===== src/rtl/snake_step_ctrl_pkg.sv =====
`default_nettype none
// +----------------------------------------------------------------------+
// | Package : game_pkg                                                   |
// | Shared encodings for the snake step controller: directions, the      |
// | reported game state and the internal FSM states.                     |
// | Rev     : 1.0  initial release                                       |
// +----------------------------------------------------------------------+
package game_pkg;

    localparam logic [1:0] c_dir_up    = 2'd0;
    localparam logic [1:0] c_dir_down  = 2'd1;
    localparam logic [1:0] c_dir_left  = 2'd2;
    localparam logic [1:0] c_dir_right = 2'd3;

    localparam logic [1:0] c_gs_idle  = 2'd0;
    localparam logic [1:0] c_gs_run   = 2'd1;
    localparam logic [1:0] c_gs_pause = 2'd2;
    localparam logic [1:0] c_gs_over  = 2'd3;

    localparam int c_st_w = 3;
    typedef logic [c_st_w-1:0] state_t;

    localparam state_t c_st_idle  = 3'd0;
    localparam state_t c_st_clear = 3'd1;
    localparam state_t c_st_run   = 3'd2;
    localparam state_t c_st_step  = 3'd3;
    localparam state_t c_st_pause = 3'd4;
    localparam state_t c_st_over  = 3'd5;

    // Opposite pairs share bit1 and differ in bit0 (UP/DOWN, LEFT/RIGHT).
    function automatic logic [1:0] f_opposite(input logic [1:0] dir);
        return {dir[1], ~dir[0]};
    endfunction

endpackage
`default_nettype wire


===== src/rtl/snake_step_ctrl_dir_queue.sv =====
`default_nettype none
// +----------------------------------------------------------------------+
// | Module  : dir_queue                                                  |
// | Two-entry direction FIFO that drops duplicate and reversing keys.    |
// | Rev     : 1.0  initial release                                       |
// +----------------------------------------------------------------------+
module dir_queue
    import game_pkg::*;
(
    input  logic       clk,
    input  logic       rst,
    input  logic [3:0] key,
    input  logic [1:0] cur_dir,
    input  logic       pop,
    input  logic       flush,
    output logic [1:0] head,
    output logic       empty
);

    logic [1:0] r_q0;
    logic [1:0] r_q1;
    logic [1:0] r_cnt;
    logic       w_key_vld;
    logic [1:0] w_key_dir;
    logic [1:0] w_ref;
    logic       w_push;
    logic       w_pop;

    // key bit index equals the direction code; lowest index wins
    always_comb begin
        w_key_vld = 1'b1;
        w_key_dir = c_dir_up;
        if (key[0])      w_key_dir = c_dir_up;
        else if (key[1]) w_key_dir = c_dir_down;
        else if (key[2]) w_key_dir = c_dir_left;
        else if (key[3]) w_key_dir = c_dir_right;
        else             w_key_vld = 1'b0;
    end

    always_comb begin
        w_ref = cur_dir;
        if (r_cnt == 2'd2)      w_ref = r_q1;
        else if (r_cnt == 2'd1) w_ref = r_q0;
    end

    assign w_push = w_key_vld && (r_cnt != 2'd2) &&
                    (w_key_dir != w_ref) && (w_key_dir != f_opposite(w_ref));
    assign w_pop  = pop && (r_cnt != 2'd0);

    always_ff @(posedge clk or negedge rst) begin
        if (!rst) begin
            r_q0  <= c_dir_up;
            r_q1  <= c_dir_up;
            r_cnt <= 2'd0;
        end else if (flush) begin
            r_cnt <= 2'd0;
        end else begin
            case ({w_push, w_pop})
                2'b10: begin
                    if (r_cnt == 2'd0) r_q0 <= w_key_dir;
                    else               r_q1 <= w_key_dir;
                    r_cnt <= r_cnt + 2'd1;
                end
                2'b01: begin
                    r_q0  <= r_q1;
                    r_cnt <= r_cnt - 2'd1;
                end
                // push needs a free slot and pop a filled one, so count is 1 here
                2'b11: begin
                    r_q0 <= w_key_dir;
                end
                default: begin
                end
            endcase
        end
    end

    assign head  = r_q0;
    assign empty = (r_cnt == 2'd0);

endmodule
`default_nettype wire


===== src/rtl/snake_step_ctrl.sv =====
`default_nettype none
// +----------------------------------------------------------------------+
// | Module  : snake_step_ctrl                                            |
// | Game flow FSM, frame-paced step requests, speed scaling and score.   |
// | Rev     : 1.0  initial release                                       |
// +----------------------------------------------------------------------+
module snake_step_ctrl
    import game_pkg::*;
#(
    parameter int FRAMES_INIT    = 12,
    parameter int FRAMES_MIN     = 3,
    parameter int FOOD_PER_LEVEL = 4
) (
    input  logic       clk,
    input  logic       rst,
    input  logic       p_up,
    input  logic       p_down,
    input  logic       p_left,
    input  logic       p_right,
    input  logic       p_start,
    input  logic       vga_vs,
    input  logic       step_done,
    input  logic       hit,
    input  logic       ate,
    output logic       step_req,
    output logic [1:0] step_dir,
    output logic       clear_req,
    output logic [1:0] game_state,
    output logic [3:0] speed_level,
    output logic [7:0] score
);

    localparam logic [7:0] c_frames_init = 8'(FRAMES_INIT);
    localparam logic [7:0] c_frames_min  = 8'(FRAMES_MIN);
    localparam logic [7:0] c_food_last   = 8'(FOOD_PER_LEVEL - 1);

    state_t     r_state;
    state_t     w_next;
    logic       r_vs_hist;
    logic [7:0] r_frame_cnt;
    logic [7:0] r_food_cnt;
    logic [3:0] r_level;
    logic [7:0] r_score;
    logic [1:0] r_dir;
    logic       r_pause_pend;

    logic       w_tick;
    logic [7:0] w_level_ext;
    logic [7:0] w_period;
    logic       w_period_done;
    logic       w_step_go;
    logic       w_enter_clear;
    logic       w_ack_ok;
    logic       w_key_en;
    logic [3:0] w_keys;
    logic [1:0] w_q_head;
    logic       w_q_empty;

    assign w_tick      = r_vs_hist & ~vga_vs;
    assign w_level_ext = {4'd0, r_level};
    assign w_period    = (c_frames_init > (w_level_ext + c_frames_min)) ?
                         (c_frames_init - w_level_ext) : c_frames_min;
    assign w_period_done = w_tick && (r_frame_cnt == (w_period - 8'd1));
    // a start key in RUN wins over a completing tick, preserving the count
    assign w_step_go     = (r_state == c_st_run) && !p_start && w_period_done;
    assign w_enter_clear = p_start && ((r_state == c_st_idle) || (r_state == c_st_over));
    assign w_ack_ok      = (r_state == c_st_step) && step_done && !hit;
    assign w_key_en      = (r_state == c_st_run) || (r_state == c_st_step) ||
                           (r_state == c_st_pause);
    assign w_keys        = w_key_en ? {p_right, p_left, p_down, p_up} : 4'd0;

    dir_queue u_dir_queue (
        .clk     (clk),
        .rst     (rst),
        .key     (w_keys),
        .cur_dir (r_dir),
        .pop     (w_step_go),
        .flush   (w_enter_clear),
        .head    (w_q_head),
        .empty   (w_q_empty)
    );

    always_ff @(posedge clk or negedge rst) begin
        if (!rst) r_state <= c_st_idle;
        else      r_state <= w_next;
    end

    always_comb begin
        w_next = r_state;
        case (r_state)
            c_st_idle:  if (p_start) w_next = c_st_clear;
            c_st_clear: if (step_done) w_next = c_st_run;
            c_st_run: begin
                if (p_start)            w_next = c_st_pause;
                else if (w_period_done) w_next = c_st_step;
            end
            c_st_step: begin
                if (step_done) begin
                    if (hit)                          w_next = c_st_over;
                    else if (r_pause_pend || p_start) w_next = c_st_pause;
                    else                              w_next = c_st_run;
                end
            end
            c_st_pause: if (p_start) w_next = c_st_run;
            c_st_over:  if (p_start) w_next = c_st_clear;
            default:    w_next = c_st_idle;
        endcase
    end

    always_comb begin
        step_req   = 1'b0;
        clear_req  = 1'b0;
        game_state = c_gs_idle;
        case (r_state)
            c_st_clear: begin
                clear_req  = 1'b1;
                game_state = c_gs_run;
            end
            c_st_run:   game_state = c_gs_run;
            c_st_step: begin
                step_req   = 1'b1;
                game_state = c_gs_run;
            end
            c_st_pause: game_state = c_gs_pause;
            c_st_over:  game_state = c_gs_over;
            default:    game_state = c_gs_idle;
        endcase
    end

    always_ff @(posedge clk or negedge rst) begin
        if (!rst) begin
            r_vs_hist    <= 1'b1;
            r_frame_cnt  <= 8'd0;
            r_food_cnt   <= 8'd0;
            r_level      <= 4'd0;
            r_score      <= 8'd0;
            r_dir        <= c_dir_right;
            r_pause_pend <= 1'b0;
        end else begin
            r_vs_hist <= vga_vs;
            if (w_enter_clear) begin
                r_frame_cnt  <= 8'd0;
                r_food_cnt   <= 8'd0;
                r_level      <= 4'd0;
                r_score      <= 8'd0;
                r_dir        <= c_dir_right;
                r_pause_pend <= 1'b0;
            end else begin
                if ((r_state == c_st_run) && !p_start && w_tick)
                    r_frame_cnt <= w_period_done ? 8'd0 : (r_frame_cnt + 8'd1);

                // direction changes on the edge that raises step_req
                if (w_step_go && !w_q_empty)
                    r_dir <= w_q_head;

                if (r_state == c_st_step) begin
                    if (step_done)    r_pause_pend <= 1'b0;
                    else if (p_start) r_pause_pend <= 1'b1;
                end

                if (w_ack_ok && ate) begin
                    if (r_score != 8'hFF) r_score <= r_score + 8'd1;
                    if (r_food_cnt == c_food_last) begin
                        r_food_cnt <= 8'd0;
                        if (w_period > c_frames_min) r_level <= r_level + 4'd1;
                    end else begin
                        r_food_cnt <= r_food_cnt + 8'd1;
                    end
                end
            end
        end
    end

    assign step_dir    = r_dir;
    assign speed_level = r_level;
    assign score       = r_score;

endmodule
`default_nettype wire


===== config.mk =====
export PLATFORM = sky130hd
export DESIGN_NAME = snake_step_ctrl
export DESIGN_NICKNAME = d
export VERILOG_FILES = /design/src/rtl/snake_step_ctrl_pkg.sv /design/src/rtl/snake_step_ctrl_dir_queue.sv /design/src/rtl/snake_step_ctrl.sv
export SDC_FILE = /design/constraint.sdc
export NUM_CORES = 1
export LEC_CHECK = 0
export ABC_CLOCK_PERIOD_IN_PS = 8600
export CORE_MARGIN = 10
export CORE_UTILIZATION = 61
export DETAILED_ROUTE_END_ITERATION = 10
export PLACE_DENSITY = 0.95
export SYNTH_ARGS = -nofsm -noshare
export SYNTH_HDL_FRONTEND = slang
export SYNTH_SLANG_ARGS = --single-unit

===== constraint.sdc =====
create_clock -name clk -period 8.6 [get_ports clk]
set_input_delay 0.86 -clock clk [delete_from_list [all_inputs] [get_ports clk]]
set_output_delay 0.86 -clock clk [all_outputs]
set_load 0.05 [all_outputs]

* After elaboration in Yosys (flattened, before gate mapping) *
Cells that the tools add are included.

operators by class
  shift-type cells = 0
  muxes and demuxes = 47
  bitwise logic cells = 5
  eq/ne operators = 22
  divide/modulo/power cells = 0
  reduce and logical (&&, ||, !) cells = 41
  multipliers = 0
  $add $sub $neg = 9
  $lt $le $gt $ge = 2

operators with widths
  cell                   number
  $mux W8                10
  $add A8 B1 Y8 const B  3
  $mux W3                8
  $mux W2                10
  $mux W4                5
  $reduce_bool A2 Y1     8
  $pmux W3 S5            1
  $logic_and A1 B1 Y1    13
  $pmux W2 S3            2
  $mux W1                10
  $ne A2 B2 Y1 const B   5
  $reduce_and A3 Y1      3
  $reduce_bool A3 Y1     3
  $eq A8 B2 Y1 const B   1
  $eq A8 B8 Y1           1
  $gt A8 B2 Y1 const B   1
  $ne A8 B8 Y1 const B   1
  $sub A8 B1 Y8 const B  1
  $eq A2 B2 Y1 const B   3
  $eq A3 B2 Y1 const B   2
  $eq A3 B3 Y1 const B   2
  $add A4 B2 Y5 const B  1
  $gt A4 B5 Y1 const A   1
  $reduce_and A5 Y1      1
  19 further kinds       30

storage, ports and cells
  bits in latches = 0
  output and inout port bits = 18
  logic and storage cells = 137
  memory bits (read-only) = 0
  RAM bits = 0
  memories kept = 0
  bits in registers = 41

* Logic depth before layout (Yosys ltp) *
  word-level depth = 14
  gate-level depth with buffers = 15

* Cells and area by module *
A second synthesis with hierarchy kept.

second synthesis, totals
  cells, all modules = 291
  area, all modules = 2646.3 µm²

by module, submodules not included
  module           cells each  instances  seq. area each (µm²)  area an instance (µm²)
  snake_step_ctrl  244         1          879.6                 2183.3
  dir_queue        47          1          150.1                 462.9

* Least setup slack after synthesis *
Ideal clock, no wire load.

  path type = register to register
  start point = register r_level[0] (netlist: speed_level[0])
  end point = register u_dir_queue.r_q0[0] (netlist: u_dir_queue.head[0])
  data arrival time = 3609 ps
  path slack = 4866 ps
  library setup time = 125 ps
  stages on the path, launching flop included = 15
  path buffers = 0
  cells stage by stage = dfrtp_1 -> inv_1 -> ha_1 -> nor2b_1 -> mux2_2 -> a21oi_1 -> nor2b_1 -> ha_1 -> xor2_1 -> o311a_1 -> o2111ai_4 -> inv_1 -> ha_1 -> mux2_2 -> mux2_4

between the ends
  longest elaborated chain between the ends = 11

ends and longest elaborated chain
  element                                                              RTL line                         text
  from (decl)                                                          snake_step_ctrl.sv:42            logic [3:0] r_level;
  from (signal assigned)                                               snake_step_ctrl.sv:165           if (w_period > c_frames_min) r_level <= r_level + 4'd1;
  $add A4 B2 Y5                                                        snake_step_ctrl.sv:61            assign w_period = (c_frames_init > (w_level_ext + c_frames_min)) ?
  $gt A4 B5 Y1                                                         snake_step_ctrl.sv:61
  $mux W8 *                                                            snake_step_ctrl.sv:61
  $sub A8 B1 Y8 *                                                      snake_step_ctrl.sv:63            assign w_period_done = w_tick && (r_frame_cnt == (w_period - 8'd1));
  $eq A8 B8 Y1 *                                                       snake_step_ctrl.sv:63
  $logic_and A1 B1 Y1 *                                                snake_step_ctrl.sv:63
  $logic_and A1 B1 Y1 *                                                snake_step_ctrl.sv:65            assign w_step_go = (r_state == c_st_run) && !p_start && w_period_done;
  $logic_and A1 B1 Y1 *                                                snake_step_ctrl_dir_queue.sv:48  assign w_pop = pop && (r_cnt != 2'd0);
  $eq A2 B2 Y1 / $eq A2 B1 Y1 (equally long branches)                  snake_step_ctrl_dir_queue.sv:58  case ({w_push, w_pop})
  $ne A2 B2 Y1 (no line) / $reduce_bool A3 Y1 (equally long branches)  --
  $reduce_and A3 Y1 (no line)                                          --
  to (signal assigned)                                                 snake_step_ctrl_dir_queue.sv:52  r_q0 <= c_dir_up;
  to (signal assigned)                                                 snake_step_ctrl_dir_queue.sv:60  if (r_cnt == 2'd0) r_q0 <= w_key_dir;
  to (signal assigned)                                                 snake_step_ctrl_dir_queue.sv:65  r_q0 <= r_q1;
  to (decl)                                                            snake_step_ctrl_dir_queue.sv:20  logic [1:0] r_q0;

Mark *: on every way between the ends. The rest lies on a longest branch, timed or not.
A chain may end at the register's enable or synchronous reset.

* Worst setup path in the final report *
Ends and elaborated chain as after synthesis.

==> flow_summary_export.csv <==
group,metric,value,unit
finish,multiInputGateArea,0.00145,mm²
clock_network,clk_transition_reported_paths,80,ps
floorplanning,dieArea,0.00719,mm²
drt,drtIter0Drc,189,
global_routing,grt.overflow.total,0,
floorplanning,die_y,84.8,µm
timing,clock.fmax,262,MHz
drt,ant_nets,0,
drt,wl_met2,2.95,mm
worst_setup_path,worst-setup-path-type,"flop to flop",
timing,rsz0062_at_grt,"no",
floorplanning,rows,23,
place,place_hpwl,4.23,mm
clock_network,h-tree-depth,2,
worst_setup_path,cp_data_arrival_time,4010,ps
drt,drc,0,
logic_synthesis,netlist_top_cells_area,"dfrtp_1, ha_1, nor2_1",
drt,wl_per_cell,16.6,µm
timing,fin_setup_tns,0,ps
drt,totalWireLength,5.94,mm
pwr,p_per_area,230,mW/mm²
outcome,outcome,"complete, no violations",
clock_network,cts_max_path_buffers,2,
finish,nets,328,
global_routing,grt_first_pass_wirelength,10.2,mm
clock_network,cts_tree,"yes",
pwr,irDropWorstVdd,0.000192,V
logic_synthesis,ys_seq_area_share,40.2,%
drt,routed.top_layer,"met4",
place,dp.cells,349,
global_routing,grt_usage,16.7,%
drt,wl_met1,2.57,mm
finish,drive_above_1_share,9.77,%
drt,drt_first_pass_iters,6,
drt,vias,2255,
global_routing,grt_pass1_vias,2141,
floorplanning,ios,29,
logic_synthesis,netlist_area,0.00256,mm²
finish,register_area,0.00103,mm²
clock_network,cts_hold_buf,0,
global_routing,grt_max_degree,42,
place,pre_cts_ws,4820,ps
timing,tightest_slew,914,ps
place,place.gp.congestion,0.859,
logic_synthesis,synth_edf_count,0,
logic_synthesis,yosysTopAreaCell,"dfrtp_1",
clock_network,cts_resized,0,
logic_synthesis,dominantRegCellSynth,"dfrtp_1",
finish,stdcell_count,357,
timing,fin_ws,4780,ps
worst_setup_path,cp-start-kind,"flop",
clock_network,cts.sinks,41,
logic_synthesis,avgSynthCellArea,9.15,µm²
worst_setup_path,rrSetupSlack,4780,ps
logic_synthesis,synth-seq-cells,41,
logic_synthesis,ys_types,54,
floorplanning,initial_core_util,63.6,%
timing,fin_crit_sh,44.4,%
floorplanning,die_x,84.8,µm
clock_network,root_buffer,"clkbuf_8",
worst_setup_path,cp.required,8780,ps
logic_synthesis,async_flop_share,100,%
global_routing,antenna_found_initial,0,
clock_network,clk_latency,300,ps
timing,hold_viol,0,
job,max-cap-violations,0,
logic_synthesis,syn_inst,280,
finish,diodes,0,
hold_path,hold_class,"flop to flop",
clock_network,cts_made_buffers,5,
timing,clock_skew,9.23,ps
timing,report.final.slew_viol_count,0,
pwr,leakagePower,1.24,nW
drt,wl_met3,329,µm
place,numPortBuffers,28,
timing,max_slew_margin,39.1,%
clock_network,post-cts-setup-buffers,0,
timing,holdWs,532,ps
drt,routed_via_density,6.32,
finish,syn2layout_area_growth,16.2,%
logic_synthesis,synth_fp_nets,302,
timing,setup_violations,0,
worst_setup_path,path_max_fanout,8,
timing,period_minus_slack,3820,ps
logic_synthesis,ys_warn_count,0,
finish,n_fill_cell,287,
floorplanning,core,0.00403,mm²
worst_setup_path,setup.worst_path.end_class,"flop",
logic_synthesis,synth_top_area_share,37.1,%
[metrics by stage]
step / cell area (µm²) / utilization [%] / power, mW
final: 2980 / 73.9 / 0.686
after global routing: 2980 / 73.9 / 0.725
after floorplan: 2560 / - / 0.449
after detailed placement: 2860 / 71.0 / 0.526
after global placement: 2860 / 71.0 / 0.517
after CTS: 2980 / 73.9 / 0.686
[placed cells by master (no fill, tap or decap), drive strengths merged, types with 2 or more instances in the layout]
cell type / count
dfrtp: 38
nor2: 30
clkdlybuf4s50: 27
nand2: 26
o21ai: 22
nand3: 16
a21oi: 15
nor3: 13
ha: 11
inv: 10
xor2: 10
nor2b: 6
nand2b: 6
nand4: 6
xnor2: 6
clkbuf: 5
mux2: 5
and3: 4
o311ai: 4
a31oi: 4
nor4: 4
a211oi: 3
dfstp: 3
nor3b: 3
nand3b: 2
nor4b: 2
a32o: 2
or3: 2
a2111oi: 2
and2: 2
buf: 2
[cells in the mapped netlist, types with 2 or more instances]
master,instances
dfrtp_1,38
nor2_1,30
nand2_1,25
o21ai_0,20
nand3_1,16
a21oi_1,15
nor3_1,13
ha_1,11
inv_1,10
xor2_1,10
clkbuf_1,7
nand2b_1,6
nand4_1,6
nor2b_1,6
xnor2_1,5
and3_1,4
mux2_2,4
o311ai_1,4
a211oi_1,3
a31oi_1,3
dfstp_2,3
nor3b_1,3
nor4_1,3
a32o_1,2
nand3b_1,2
nor4b_1,2
or3_1,2
[kinds of logic after synthesis]
| family | count (synthesis) | synth area share, % |
|---|---|---|
| compound gates | 62 | 17.3 |
| xor+xnor | 16 | 5.76 |
| fa+ha+maj | 11 | 5.37 |
| buf+inv | 20 | 3.42 |
| flops | 41 | 40.2 |
| mux | 6 | 2.74 |
| simple gates | 124 | 25.2 |
[sequential cells by signal, summed over array words and instances, names as in the netlist]
signal / flops
u_dir_queue.r_q1: 2
score: 8
u_dir_queue.r_cnt: 2
step_dir: 2
speed_level: 4
r_food_cnt: 8
r_vs_hist: 1
u_dir_queue.head: 2
r_frame_cnt: 8
r_state: 3
r_pause_pend: 1
[cell type report]
| class | instances | area share (%) |
|---|---|---|
| clock buffer | 5 | 2.31 |
| clock inverter | 3 | 1.56 |
| inverter | 10 | 1.26 |
| multi-input combinational | 219 | 48.7 |
| sequential | 41 | 34.6 |
| tap | 50 | 2.10 |
| timing repair buffer | 29 | 9.50 |
[path summary, 6_finish.rpt]
check,startpoint,depth (start not counted),to
setup / recovery,speed_level[0]$_DFFE_PN0P_,14,u_dir_queue.head[0]$_DFFE_PN0P_
hold / removal,u_dir_queue.head[0]$_DFFE_PN0P_,1,u_dir_queue.head[0]$_DFFE_PN0P_
setup reg to reg,speed_level[0]$_DFFE_PN0P_,14,u_dir_queue.head[0]$_DFFE_PN0P_
hold reg to reg,u_dir_queue.head[0]$_DFFE_PN0P_,1,u_dir_queue.head[0]$_DFFE_PN0P_
max in group asynchronous,rst,1,r_food_cnt[4]$_DFFE_PN0P_
min in group asynchronous,rst,1,r_frame_cnt[2]$_DFFE_PN0P_
[per-layer routing]
metal | track usage, % | vias up
li1 | - | 1064
met1 | 20.2 | 1092
met2 | 27.9 | 86
met3 | 4.54 | 13
met4 | 5.69 | 0
met5 | 0 | -
[critical path, cell delays in order, from the launching register on]
cell	delay [ps]
dfrtp_1	500
inv_1	80
ha_1	210
nor2b_1	170
mux2_2	300
a21oi_1	330
nor2b_1	180
ha_1	250
xor2_1	160
o311a_1	280
o2111ai_4	220
inv_1	130
ha_1	270
mux2_2	370
mux2_4	250
[power by group]
part | switching (mW) | internal (mW) | total (mW)
Clock | 0.0722 | 0.0869 | 0.159
Combinational | 0.170 | 0.0968 | 0.267
Sequential | 0.0398 | 0.220 | 0.260
No activity file was read; power rests on OpenSTA's default activity.
